--- config.mk ---
export PLATFORM = sky130hd
export DESIGN_NAME = sequential_divider
export DESIGN_NICKNAME = d
export VERILOG_FILES = /design/src/rtl/sequential_divider.sv
export SDC_FILE = /design/constraint.sdc
export NUM_CORES = 1
export LEC_CHECK = 0
export CAP_MARGIN = 20
export CORE_ASPECT_RATIO = 0.7
export CORE_MARGIN = 2
export CORE_UTILIZATION = 54
export CTS_CLUSTER_SIZE = 30
export DETAILED_ROUTE_END_ITERATION = 6
export PLACE_DENSITY_LB_ADDON = 0.15
export SETUP_SLACK_MARGIN = 0.15
export SLEW_MARGIN = 20
export SYNTH_ARGS = -nofsm -noshare
export SYNTH_HDL_FRONTEND = slang
export SYNTH_SLANG_ARGS = --single-unit
export TNS_END_PERCENT = 1
--- constraint.sdc ---
create_clock -name clk -period 4.5 [get_ports clk]
set_input_delay 0.9 -clock clk [delete_from_list [all_inputs] [get_ports clk]]
set_output_delay 0.9 -clock clk [all_outputs]
set_load 0.005 [all_outputs]
--- src/rtl/sequential_divider.sv ---
// Iterative restoring shift-subtract divider, one quotient bit per clock.
// Define DIV_SIGNED_EN to compile in two's-complement operands (sign fix-up in FINISH).
module sequential_divider #(
  parameter int WIDTH = 16
) (
  input  logic             clk,
  input  logic             rst_n,
  input  logic             start,
  input  logic [WIDTH-1:0] dividend,
  input  logic [WIDTH-1:0] divisor,
  output logic [WIDTH-1:0] quotient,
  output logic [WIDTH-1:0] remainder,
  output logic             div_by_zero,
  output logic             busy,
  output logic             done
);

  // state  | meaning
  // IDLE   | waiting for start; operands latched on accepted start
  // CALC   | one restoring iteration per clock, count 0..WIDTH-1
  // FINISH | register results (sign fix-up if enabled), pulse done
  typedef enum logic [1:0] {
    IDLE   = 2'd0,
    CALC   = 2'd1,
    FINISH = 2'd2
  } state_t;

  localparam int CW = (WIDTH > 1) ? $clog2(WIDTH) : 1;
  localparam logic [CW-1:0] LAST = CW'(WIDTH - 1);

  state_t state, state_nxt;

  // Partial remainder is always < divisor after restore, so WIDTH bits hold it.
  logic [WIDTH-1:0] dq, acc, dvsr;
  logic [CW-1:0]    count;
  logic [WIDTH:0]   acc_sh;
  logic [WIDTH-1:0] acc_nxt, dq_nxt;
  logic [WIDTH-1:0] a_mag, b_mag, q_fix, r_fix;

`ifdef DIV_SIGNED_EN
  logic             q_neg, r_neg;
  logic [WIDTH-1:0] dvnd_raw;

  assign a_mag = dividend[WIDTH-1] ? -dividend : dividend;
  assign b_mag = divisor[WIDTH-1]  ? -divisor  : divisor;
  assign q_fix = (dvsr == '0) ? '1       : (q_neg ? -dq  : dq);
  assign r_fix = (dvsr == '0) ? dvnd_raw : (r_neg ? -acc : acc);
`else
  assign a_mag = dividend;
  assign b_mag = divisor;
  assign q_fix = dq;
  assign r_fix = acc;
`endif

  assign busy = (state != IDLE);

  always_ff @(posedge clk or negedge rst_n) begin
    if (!rst_n) state <= IDLE;
    else        state <= state_nxt;
  end

  always_comb begin
    state_nxt = state;
    case (state)
      IDLE:    if (start) state_nxt = CALC;
      CALC:    if (count == LAST) state_nxt = FINISH;
      FINISH:  state_nxt = IDLE;
      default: state_nxt = IDLE;
    endcase
  end

  always_comb begin
    acc_sh  = {acc, dq[WIDTH-1]};
    dq_nxt  = {dq[WIDTH-2:0], 1'b0};
    acc_nxt = acc_sh[WIDTH-1:0];
    if (acc_sh >= {1'b0, dvsr}) begin
      acc_nxt   = acc_sh[WIDTH-1:0] - dvsr;
      dq_nxt[0] = 1'b1;
    end
  end

  always_ff @(posedge clk or negedge rst_n) begin
    if (!rst_n) begin
      dq          <= '0;
      acc         <= '0;
      dvsr        <= '0;
      count       <= '0;
      quotient    <= '0;
      remainder   <= '0;
      div_by_zero <= 1'b0;
      done        <= 1'b0;
`ifdef DIV_SIGNED_EN
      q_neg       <= 1'b0;
      r_neg       <= 1'b0;
      dvnd_raw    <= '0;
`endif
    end else begin
      case (state)
        IDLE: begin
          done <= 1'b0;
          if (start) begin
            dq    <= a_mag;
            dvsr  <= b_mag;
            acc   <= '0;
            count <= '0;
`ifdef DIV_SIGNED_EN
            q_neg    <= dividend[WIDTH-1] ^ divisor[WIDTH-1];
            r_neg    <= dividend[WIDTH-1];
            dvnd_raw <= dividend;
`endif
          end
        end
        CALC: begin
          dq    <= dq_nxt;
          acc   <= acc_nxt;
          count <= count + CW'(1);
        end
        FINISH: begin
          quotient    <= q_fix;
          remainder   <= r_fix;
          div_by_zero <= (dvsr == '0);
          done        <= 1'b1;
        end
        default: done <= 1'b0;
      endcase
    end
  end

endmodule

# Word level (Yosys, flattened, before mapping)
# Cells that the tools add are included.
[op_classes]
n_eq_ne = 5
addsub = 2
n_mux = 12
n_reduce_logical = 7
n_lt_le_gt_ge = 1
[ops]
columns = ["op", "count"]
rows = [
  ["case mux 16 bit (2 select lines)", 2],
  ["2-to-1 mux 16 bit", 3],
  ["greater-or-equal comparator 17 x 16 -> 1 bit", 1],
  ["logical NOT 16 bit", 1],
  ["subtractor 16 bit", 1],
  ["case mux 4 bit (2 select lines)", 1],
  ["AND reduction 2 bit", 3],
  ["adder 4 x 1 -> 4 bit, second input constant", 1],
  ["== test 4 bit, second input constant", 1],
  ["2-to-1 mux 2 bit", 2],
  ["2-to-1 mux 4 bit", 1],
  ["inequality test 2 bit, second input constant", 2],
  ["case mux 2 bit (2 select lines)", 1],
  ["nonzero test 2 bit", 2],
  ["== test 2 x 1 -> 1 bit, second input constant", 1],
  ["== test 2 bit, second input constant", 1],
  ["logical NOT 2 bit", 1],
  ["case mux 1 bit (2 select lines)", 1],
  ["2-to-1 mux 1 bit", 1],
]
[totals]
word_cells = 36
regBits = 88
output_inout_bits = 35
in_bits = 35

# Depth between registers and ports, before layout
[logic_depth]
word_depth = 3
ltp_mapped = 11
mapped_depth_nobuf = 10

# Worst setup path after synthesis
# No wires, ideal clock.
[synth_timing]
path_kind = "flip-flop to flip-flop"
startpoint = "register dq[15]"
endpoint = "register acc[12]"
n_path_buf = 0
setup_ns = 0.069
path_stages_with_launch = 11
arrival_time_ns = 2.351
required_time_ns = 4.431
synth_period_minus_slack_ns = 2.420
path_slack_ns = 2.080
cell_sequence = "dfrtp_1 > inv_1 > ha_1 > fa_1 > or2b_1 > a21oi_1 > nor2_1 > o211a_1 > o31a_1 > a311o_1 > nand3_1"
[synth_via]
elab_chain_cells = 3
elab_cells_between_ends = 4
cone_classes = "add/sub: 1; order compare: 1; mux: 2"
[synth_lines]
columns = ["element", "line", "rtl"]
rows = [
  ["start, declared", "34", "logic [WIDTH-1:0] dq, acc, dvsr;"],
  ["start signal, assigned", "102", "dq <= a_mag;"],
  ["start signal, assigned", "114", "dq <= dq_nxt;"],
  ["subtractor 16 bit / greater-or-equal comparator 17 x 16 -> 1 bit (equally long branches)", "77, 76", ""],
  ["2-to-1 mux 16 bit *", "76", "if (acc_sh >= {1'b0, dvsr}) begin"],
  ["case mux 16 bit (2 select lines) *", "98", "case (state)"],
  ["end signal, assigned", "115", "acc <= acc_nxt;"],
  ["end, declared", "34", ""],
]
# Every way passes the cells marked *; elsewhere a longest branch is shown, timed or not.
# A chain may end at the register's enable or synchronous reset.

# Worst setup path in the final report
[layout_timing]
startpoint = "register acc[9]"
endpoint = "register acc[14]"
[layout_via]
elab_chain_cells = 3
elab_cells_between_ends = 4
cone_classes = "add/sub: 1; order compare: 1; mux: 2"
[layout_lines]
columns = ["element", "line"]
rows = [
  ["subtractor 16 bit / greater-or-equal comparator 17 x 16 -> 1 bit (equally long branches)", "77, 76"],
  ["2-to-1 mux 16 bit *", "76"],
  ["case mux 16 bit (2 select lines) *", "98"],
]
# Marks and branches as above.

==> impl_metrics.json <==
{
  "status": "completed",
  "grt_pass1_wl_mm": 17.4,
  "grt_start_max_net_pins": 89,
  "avgSynthCellArea_um2": 9.82,
  "cts-buffers-inserted": 9,
  "synth_edf_count": 0,
  "synth_simple_gate_area_share": 0.153,
  "synth_mux_area_frac": 0.0980,
  "clock_latency_ps": 350,
  "cp.buffers_inverters": 0,
  "core_area_um2": 7940,
  "path_class": "register to register",
  "start_util": 0.563,
  "vias": 3583,
  "drt-initial-drc-count": 212,
  "hold_path.class": "register to register",
  "fin_skew_ps": 6.16,
  "worstHoldStart": "count[3]",
  "cts-htree-levels": 3,
  "p_per_area_nw_per_um2": 811,
  "yosysUniqueCellTypes": 47,
  "regArea_um2": 2200,
  "finalMaxSlewViolations": 0,
  "ys_warn_count": 0,
  "drcViolationCount": 0,
  "synth_top_family_by_area": "simple AND/OR/NAND/NOR gates",
  "io_pins": 70,
  "die_x_um": 113,
  "cts-root-buf": "clkbuf_16",
  "ctsHoldBuffers": 0,
  "ys_ff_latch": 88,
  "seq_area_frac_synth": 0.493,
  "clock_sinks": 88,
  "syn-cell-area_um2": 4470,
  "diodes": 0,
  "post_cts_resized": 0,
  "syn_inst": 455,
  "drt.antenna.violating_nets": 0,
  "design.die.area_um2": 9030,
  "max_freq_mhz": 371,
  "gr-total-overflow": 0,
  "area_growth_pct": 23.6,
  "synthAdderAreaFrac": 0.0521,
  "maxCapViolCount": 0,
  "setup_viol": 0,
  "drive_gt1_frac": 0.101,
  "crit_path_start": "acc[9]",
  "final-hold-violation-count": 0,
  "first_pass_iters": 5,
  "cp_top_family": "simple AND/OR/NAND/NOR gates",
  "rsz0062_at_grt": "false",
  "n_fill_cell": 626,
  "clk_path_buf_depth": 2,
  "cp_cell_sequence": "ha_1 > nand3_1 > or4_1 > a21oi_1 > nor2_1 > o41a_4 > nor4_1 > o31ai_1",
  "viasPerCell": 5.81,
  "syn-num-nets": 508,
  "final_cells": 617,
  "synth_ff_type": "dfrtp_1",
  "crit_path_end_kind": "register",
  "fp.dieH_um": 80.1,
  "crit_fanout": 24,
  "io_buffers": 69,
  "finalPower_mw": 4.48,
  "tns_ps": 0,
  "clk_pin_slew_worst_paths_ps": 60,
  "async_flop_share": 1.00,
  "relSlewSlack": 0.375,
  "grt_pass1_vias": 3515,
  "layout_min_cycle_time_ps": 2690,
  "slowest_stage": "or4_1",
  "p_leak_nw": 2.36,
  "cp.arrival_ps": 2900,
  "post-place-cells": 603,
  "cp-start-kind": "register",
  "reg2reg_from": "acc[9]",
  "cts_tree": "yes",
  "timing.final.crit_share": 0.598,
  "row_count": 27,
  "multi_input_area_um2": 2090,
  "cts_setup_buffers": 0,
  "gp_congestion": 1.01,
  "tightest_slew_ps": 937,
  "finalNetCount": 566,
  "dp.final_hpwl_mm": 6.98,
  "groute.usage.overall": 0.248,
  "routedWlPerCell_um": 16.9,
  "synth_compound_area_frac": 0.139,
  "critPathRequiredTime_ps": 4710,
  "cpPeakStageDelay_ps": 570,
  "antenna_found_initial": 0,
  "peakVddDrop_mv": 0.457,
  "synth_xor_area_frac": 0.0235,
  "wl_mm": 10.4
}
cell usage after synthesis, types with 9 or more instances:
| cell type | n | area share |
|---|---|---|
| xnor2_1 | 9 | 0.018 |
| a21oi_1 | 14 | 0.016 |
| nand3_1 | 22 | 0.025 |
| clkbuf_1 | 23 | 0.019 |
| ha_1 | 17 | 0.048 |
| nand2_1 | 65 | 0.055 |
| mux2i_1 | 10 | 0.022 |
| o21ai_0 | 43 | 0.048 |
| inv_1 | 21 | 0.018 |
| mux2_2 | 30 | 0.076 |
| nor2_1 | 33 | 0.028 |
| dfrtp_1 | 88 | 0.49 |
| a31oi_1 | 17 | 0.024 |
through the flow:
step / hold WS, ps / utilization / setup slack, ps / cell area, um2
after floorplan: 444 / - / 2080 / 4470
after global placement: 462 / 0.656 / 1820 / 5200
after detailed placement: 477 / 0.656 / 1790 / 5200
after CTS: 490 / 0.695 / 1810 / 5520
after global routing: 510 / 0.696 / 1570 / 5520
final: 487 / 0.696 / 1810 / 5520
cell type report:
class / instances / area share
sequential: 88 / 0.399
multi-input combinational: 321 / 0.379
timing repair buffer: 72 / 0.129
clock buffer: 11 / 0.0439
tap: 101 / 0.0229
inverter: 21 / 0.0143
clock inverter: 3 / 0.0122
per-layer routing:
metal	global-route usage	up-vias	wire length, um
li1	-	1705	-
met1	0.340	1770	4800
met3	0.0649	10	589
met5	0	-	0
met2	0.399	98	4920
met4	0.0610	0	102
final timing paths:
kind | end | slack (ps) | cells after the start
setup / recovery | acc[14] | 1810 | 8
hold / removal | count[3] | 490 | 1
setup reg to reg | acc[14] | 1810 | 8
hold reg to reg | count[3] | 490 | 1
max in group asynchronous | remainder[11] | 3350 | 1
min in group asynchronous | quotient[10] | 610 | 1
sequential cells by signal, summed over array words and instances, names as in the netlist:
register	cells
div_by_zero	1
dvsr	16
dq	16
count	4
done	1
remainder	16
quotient	16
state	2
acc	16
power by group:
part / switching (mW) / internal, mW / total [mW]
logic: 1.27 / 1.06 / 2.33
registers: 0.238 / 1.11 / 1.35
clock network: 0.303 / 0.495 / 0.798
total: 1.81 / 2.67 / 4.48
kinds of logic after synthesis:
family,count (synthesis)
AOI/OAI and AO/OA,99
DFF,88
xor gates and xnor gates,12
muxes,40
buffers and inverters,46
and+or+nand+nor,152
adders and majority gates,18
layout by cell type, fill, tap and decap left out, types with 9 or more instances in the layout:
master           netlist  routed
clkbuf_16              0       9
inv_1                 21      21
xnor2_1                9       9
clkdlybuf4s50_1        0      68
dfrtp_1               88      88
a21oi_1               14      14
ha_1                  17      17
nand3_1               22      22
a31oi_1               17      17
o21ai_0               43      43
nand2_1               65      65
mux2i_1               10      10
nor2_1                33      33
mux2_2                30      30
(Power assumes the default switching activity.)
==> edit 1 (same flow settings) <==
Encoding of `state_t`: now one-hot (3 bits for 3 states).
--- a/src/rtl/sequential_divider.sv
+++ b/src/rtl/sequential_divider.sv
@@ -19,10 +19,10 @@
   // IDLE   | waiting for start; operands latched on accepted start
   // CALC   | one restoring iteration per clock, count 0..WIDTH-1
   // FINISH | register results (sign fix-up if enabled), pulse done
-  typedef enum logic [1:0] {
-    IDLE   = 2'd0,
-    CALC   = 2'd1,
-    FINISH = 2'd2
+  typedef enum logic [2:0] {
+    IDLE   = 3'b001,
+    CALC   = 3'b010,
+    FINISH = 3'b100
   } state_t;
 
   localparam int CW = (WIDTH > 1) ? $clog2(WIDTH) : 1;
Behaviour: no difference found for any inputs over 10 cycles, from zero or initial values and one cycle with rst_n low; not proved beyond that.
==> edit 1 against the original RTL <==
Synthesized cell count shrank 5.1%; synthesized area increased by 2.0%; count of clock-buffer cells in the layout is 2 lower; first-iteration DRC count grew 24%; sequential share of layout area is 0.40 points lower; total power shrank 8.0%; design area rose by 2.2%; sequential cell count is 1 higher; highest routed layer unchanged; routed wire length shrank 0.31%; worst hold slack got worse by 0.00098 ns; worst setup slack lost 0.081 ns.
==> edit 1: results <==
# TYPE chip_impl_metric gauge
chip_impl_metric{name="portBuffers",unit=""} 69
chip_impl_metric{name="ys_seq_area_frac",unit=""} 0.489
chip_impl_metric{name="leakage_component_of_the_power",unit="nW"} 2.55
chip_impl_metric{name="cts_repair_resize_count",unit=""} 0
chip_impl_metric{name="timing.critical_path.fanout_max",unit=""} 20
chip_impl_metric{name="first_global_vias",unit=""} 3347
chip_impl_metric{name="cts_max_level",unit=""} 3
chip_impl_metric{name="ratio_of_cells_with_drive_above_1_in_the_final_layout",unit=""} 0.132
chip_impl_metric{name="relSlewSlack",unit=""} 0.398
chip_impl_metric{name="power.net_switching",unit="mW"} 1.72
chip_impl_metric{name="max_cap_viol_count",unit=""} 0
chip_impl_metric{name="gpl.final_weighted_congestion",unit=""} 0.908
chip_impl_metric{name="max_stage_delay",unit="ns"} 0.63
chip_impl_metric{name="initialDrtViolationCount",unit=""} 263
chip_impl_metric{name="syn_nets",unit=""} 485
chip_impl_metric{name="vias_per_cell",unit=""} 5.78
chip_impl_metric{name="drt-pass1-iter-count",unit=""} 4
chip_impl_metric{name="num-nets-final",unit=""} 547
chip_impl_metric{name="wirelength",unit="mm"} 10.4
chip_impl_metric{name="finClkSkew",unit="ns"} 0.00787
chip_impl_metric{name="synth.lib_cells_used.distinct",unit=""} 57
chip_impl_info{name="synth.cells.most_frequent",value="dfrtp_1 (88), nand2_1 (60), o21ai_0 (41)"} 1
chip_impl_metric{name="place_worst_setup_slack",unit="ns"} 1.48
chip_impl_metric{name="n_fill_cell",unit=""} 610
chip_impl_metric{name="grt_pass1_wl",unit="mm"} 17.0
chip_impl_metric{name="ctsLongestPathBuffers",unit=""} 2
chip_impl_metric{name="grt_start_max_net_pins",unit=""} 61
chip_impl_metric{name="dpl.hpwl",unit="mm"} 7.22
chip_impl_info{name="worst_hold_path_type",value="flip-flop to flip-flop"} 1
chip_impl_info{name="path_delay_family",value="compound AO/OA/AOI/OAI gates"} 1
chip_impl_info{name="slowest_stage",value="o21ai_4"} 1
chip_impl_metric{name="postCtsSetupBuffers",unit=""} 0
chip_impl_info{name="run_status",value="finished, final reports clean"} 1
chip_impl_metric{name="worst_ir_drop_vdd",unit="mV"} 0.389
chip_impl_metric{name="clock_latency",unit="ns"} 0.34
chip_impl_info{name="ys_top_cells_by_area",value="dfrtp_1 (48%), mux2_2 (8.2%), mux2i_1 (6.4%)"} 1
chip_impl_info{name="synth_top_cell_by_area",value="dfrtp_1"} 1
chip_impl_metric{name="grt_usage",unit=""} 0.238
-- edit 1: cell type report --
cell class	instances	share of cell area
sequential	89	0.395
inverter	21	0.0140
multi-input combinational	299	0.383
clock buffer	9	0.0399
tap	101	0.0224
clock inverter	7	0.0179
timing repair buffer	74	0.129
-- edit 1: worst paths after layout --
kind / from / endpoint / slack (ns) / cells past startpoint
hold / removal: done / done / 0.49 / 1
max in group asynchronous: rst_n / dq[7] / 2.97 / 2
min in group asynchronous: rst_n / remainder[8] / 0.62 / 1
hold reg to reg: done / done / 0.49 / 1
setup / recovery: acc[2] / acc[9] / 1.73 / 8
setup reg to reg: acc[2] / acc[9] / 1.73 / 8
-- edit 1: per-stage QoR --
stage / area [um2] / instances / power [mW]
6_report: 5650 / 600 / 4.12
5_1_grt: 5650 / 600 / 4.41
4_1_cts: 5640 / 600 / 4.11
3_5_place_dp: 5310 / 584 / 3.27
3_3_place_gp: 5310 / 584 / 3.19
2_1_floorplan: 4560 / 432 / 2.80
-- edit 1: routing by layer --
metal  vias to the layer above  part of all wire  track usage
met4                         0            0.0092       0.0768
met1                      1689              0.47        0.345
met5                         -                 0            0
met2                       107              0.45        0.357
met3                         9             0.067       0.0552
li1                       1663                 -            -
-- edit 1: power groups by stage --
stage	logic, mW	registers (mW)	clock network (mW)
after floorplan	1.61	1.19	0
after global placement	1.94	1.25	0
after detailed placement	2.01	1.26	0
after CTS	2.03	1.25	0.828
after global routing	2.25	1.29	0.863
final	2.05	1.26	0.808
-- edit 1: cells by family after synthesis --
group	synth area share
AO/OA/AOI/OAI	0.152
AND/OR/NAND/NOR	0.104
flip-flops	0.489
multiplexers	0.145
buffers and inverters	0.0415
adder cells (fa/ha/maj)	0.0511
XOR/XNOR	0.0173
==> edit 2 (config.mk and constraints unchanged) <==
Without the edit above. Change the parameter `WIDTH` from 16 to 32.
--- a/src/rtl/sequential_divider.sv
+++ b/src/rtl/sequential_divider.sv
@@ -1,7 +1,7 @@
 // Iterative restoring shift-subtract divider, one quotient bit per clock.
 // Define DIV_SIGNED_EN to compile in two's-complement operands (sign fix-up in FINISH).
 module sequential_divider #(
-  parameter int WIDTH = 16
+  parameter int WIDTH = 32
 ) (
   input  logic             clk,
   input  logic             rst_n,
Interface: changed (resized dividend, divisor, quotient and remainder); port bits go from 70 to 134. No check against the original RTL was run, so the function may have changed too.
==> edit 2 against the original RTL <==
The flow now finishes with violations (DRC); design area grew 95%; total power grew 100%; fmax shrank 27%; clock skew grew 0.0080 ns; global-route usage grew 0.76 points; sequential cell count grew 81; clock power grew 84%; sequential power grew 84%; synthesized area grew 96%; routed wire length grew 110%; worst setup slack lost 0.98 ns; largest cell class unchanged; highest routed layer unchanged.
==> edit 2: results <==
# TYPE chip_impl_metric gauge
chip_impl_metric{name="first_global_vias",unit=""} 6672
chip_impl_info{name="whs_endpoint",value="quotient[31]"} 1
chip_impl_metric{name="tightestPinTransition",unit="ns"} 0.969
chip_impl_info{name="run_status",value="finished with violations"} 1
chip_impl_metric{name="worst_ir_drop_vdd",unit="mV"} 0.380
chip_impl_metric{name="grt_pass1_wl",unit="mm"} 35.2
chip_impl_metric{name="worst_hold_path.num_cells",unit=""} 2
chip_impl_metric{name="timing.critical_path.fanout_max",unit=""} 26
chip_impl_info{name="ys_top_cells_by_area",value="dfrtp_1 (48%), mux2_2 (8.0%), nand2_1 (6.6%)"} 1
chip_impl_metric{name="max_stage_delay",unit="ns"} 0.69
chip_impl_metric{name="hold_slack",unit="ns"} 0.496
chip_impl_metric{name="wirelength",unit="mm"} 21.5
chip_impl_metric{name="r2r.worst_path.cells",unit=""} 11
chip_impl_info{name="reg2reg_to",value="acc[15]"} 1
chip_impl_metric{name="portBuffers",unit=""} 133
chip_impl_metric{name="grt_usage",unit=""} 0.256
chip_impl_metric{name="drt-pass1-iter-count",unit=""} 7
chip_impl_metric{name="gpl.final_weighted_congestion",unit=""} 0.946
chip_impl_metric{name="initialDrtViolationCount",unit=""} 696
chip_impl_metric{name="place_worst_setup_slack",unit="ns"} 0.862
chip_impl_metric{name="via_count",unit=""} 7062
chip_impl_metric{name="grt_start_max_net_pins",unit=""} 107
chip_impl_metric{name="synth.lib_cells_used.distinct",unit=""} 53
chip_impl_metric{name="leakage_component_of_the_power",unit="nW"} 4.48
chip_impl_metric{name="rrSetupSlack",unit="ns"} 0.83
chip_impl_metric{name="vias_per_cell",unit=""} 5.76
chip_impl_metric{name="detail_route.drc_violations",unit=""} 4
chip_impl_metric{name="ctsLongestPathBuffers",unit=""} 2
chip_impl_info{name="slowest_stage",value="o41a_2"} 1
chip_impl_metric{name="final.min_clock_period",unit="ns"} 3.67
chip_impl_metric{name="cts_inserted_buffers",unit=""} 17
chip_impl_info{name="worstHoldStart",value="quotient[31]"} 1
chip_impl_metric{name="syn_inst",unit=""} 907
chip_impl_metric{name="worst-endpoint-arrival",unit="ns"} 3.95
chip_impl_metric{name="clock_latency",unit="ns"} 0.42
chip_impl_info{name="synth.cells.most_frequent",value="dfrtp_1 (169), nand2_1 (155), o21ai_0 (70)"} 1
chip_impl_metric{name="finClkSkew",unit="ns"} 0.0142
chip_impl_metric{name="dpl.hpwl",unit="mm"} 14.9
chip_impl_metric{name="num-nets-final",unit=""} 1114
chip_impl_info{name="failing_checks",value="DRC"} 1
chip_impl_metric{name="ys_seq_area_frac",unit=""} 0.482
chip_impl_metric{name="cts_max_level",unit=""} 4
edit 2: changes by cell type in the layout (fill, tap and decap cells not counted), sizes merged, moves of 25 or more:
cell / before / now
inv: 21 / 48
mux2: 30 / 63
o21ai: 43 / 81
dfrtp: 88 / 169
nand2: 65 / 155
nor2: 33 / 58
clkdlybuf4s50: 68 / 132
edit 2: layout make-up:
| type | instances | area, um2 |
|---|---|---|
| Fill cell | 1220 | 4890 |
| Timing Repair Buffer | 142 | 1420 |
| Multi-Input combinational cell | 643 | 4160 |
| Inverter | 39 | 146 |
| Tap cell | 200 | 250 |
| Sequential cell | 169 | 4230 |
| Clock buffer | 18 | 439 |
| Clock inverter | 14 | 150 |
edit 2: worst max path at each step:
stage,from,to
after floorplan,acc[5],acc[6]
after global placement,acc[5],acc[19]
after detailed placement,acc[5],acc[15]
after CTS,acc[5],acc[15]
after global routing,acc[5],acc[22]
final,acc[5],acc[15]
edit 2: report_power, final:
group	internal [mW]	switching [mW]	total, mW
Clock	0.803	0.671	1.47
Sequential	2.07	0.424	2.49
Combinational	2.14	2.93	5.07
Total	5.01	4.02	9.03
edit 2: layer usage:
| metal | up-vias | routed length, um | track usage |
|---|---|---|---|
| met5 | - | 0 | 0 |
| met4 | 0 | 163 | 0.0587 |
| met3 | 13 | 1510 | 0.0414 |
| met2 | 262 | 9050 | 0.362 |
| met1 | 3401 | 10700 | 0.409 |
| li1 | 3386 | - | - |
edit 2: kinds of logic after synthesis:
| family | share of synthesized area |
|---|---|
| adders and majority gates | 0.0507 |
| buffers and inverters | 0.0460 |
| AOI/OAI and AO/OA | 0.140 |
| muxes | 0.113 |
| xor gates and xnor gates | 0.0299 |
| and+or+nand+nor | 0.138 |
| DFF | 0.482 |
edit 2: worst register-to-register path: cells and delay by family (launching register included):
kind | cells | cell delay (ns)
AO/OA/AOI/OAI | 5 | 1.59
AND/OR/NAND/NOR | 3 | 0.52
flip-flops | 1 | 0.42
adder cells (fa/ha/maj) | 1 | 0.41
buffers and inverters | 1 | 0.37
multiplexers | 1 | 0.23
edit 2: metrics by stage:
step | cell area (um2) | power (mW)
final | 10800 | 9.03
after global placement | 10200 | 7.33
after global routing | 10800 | 9.70
after CTS | 10800 | 8.94
after detailed placement | 10200 | 7.42
after floorplan | 8780 | 6.22
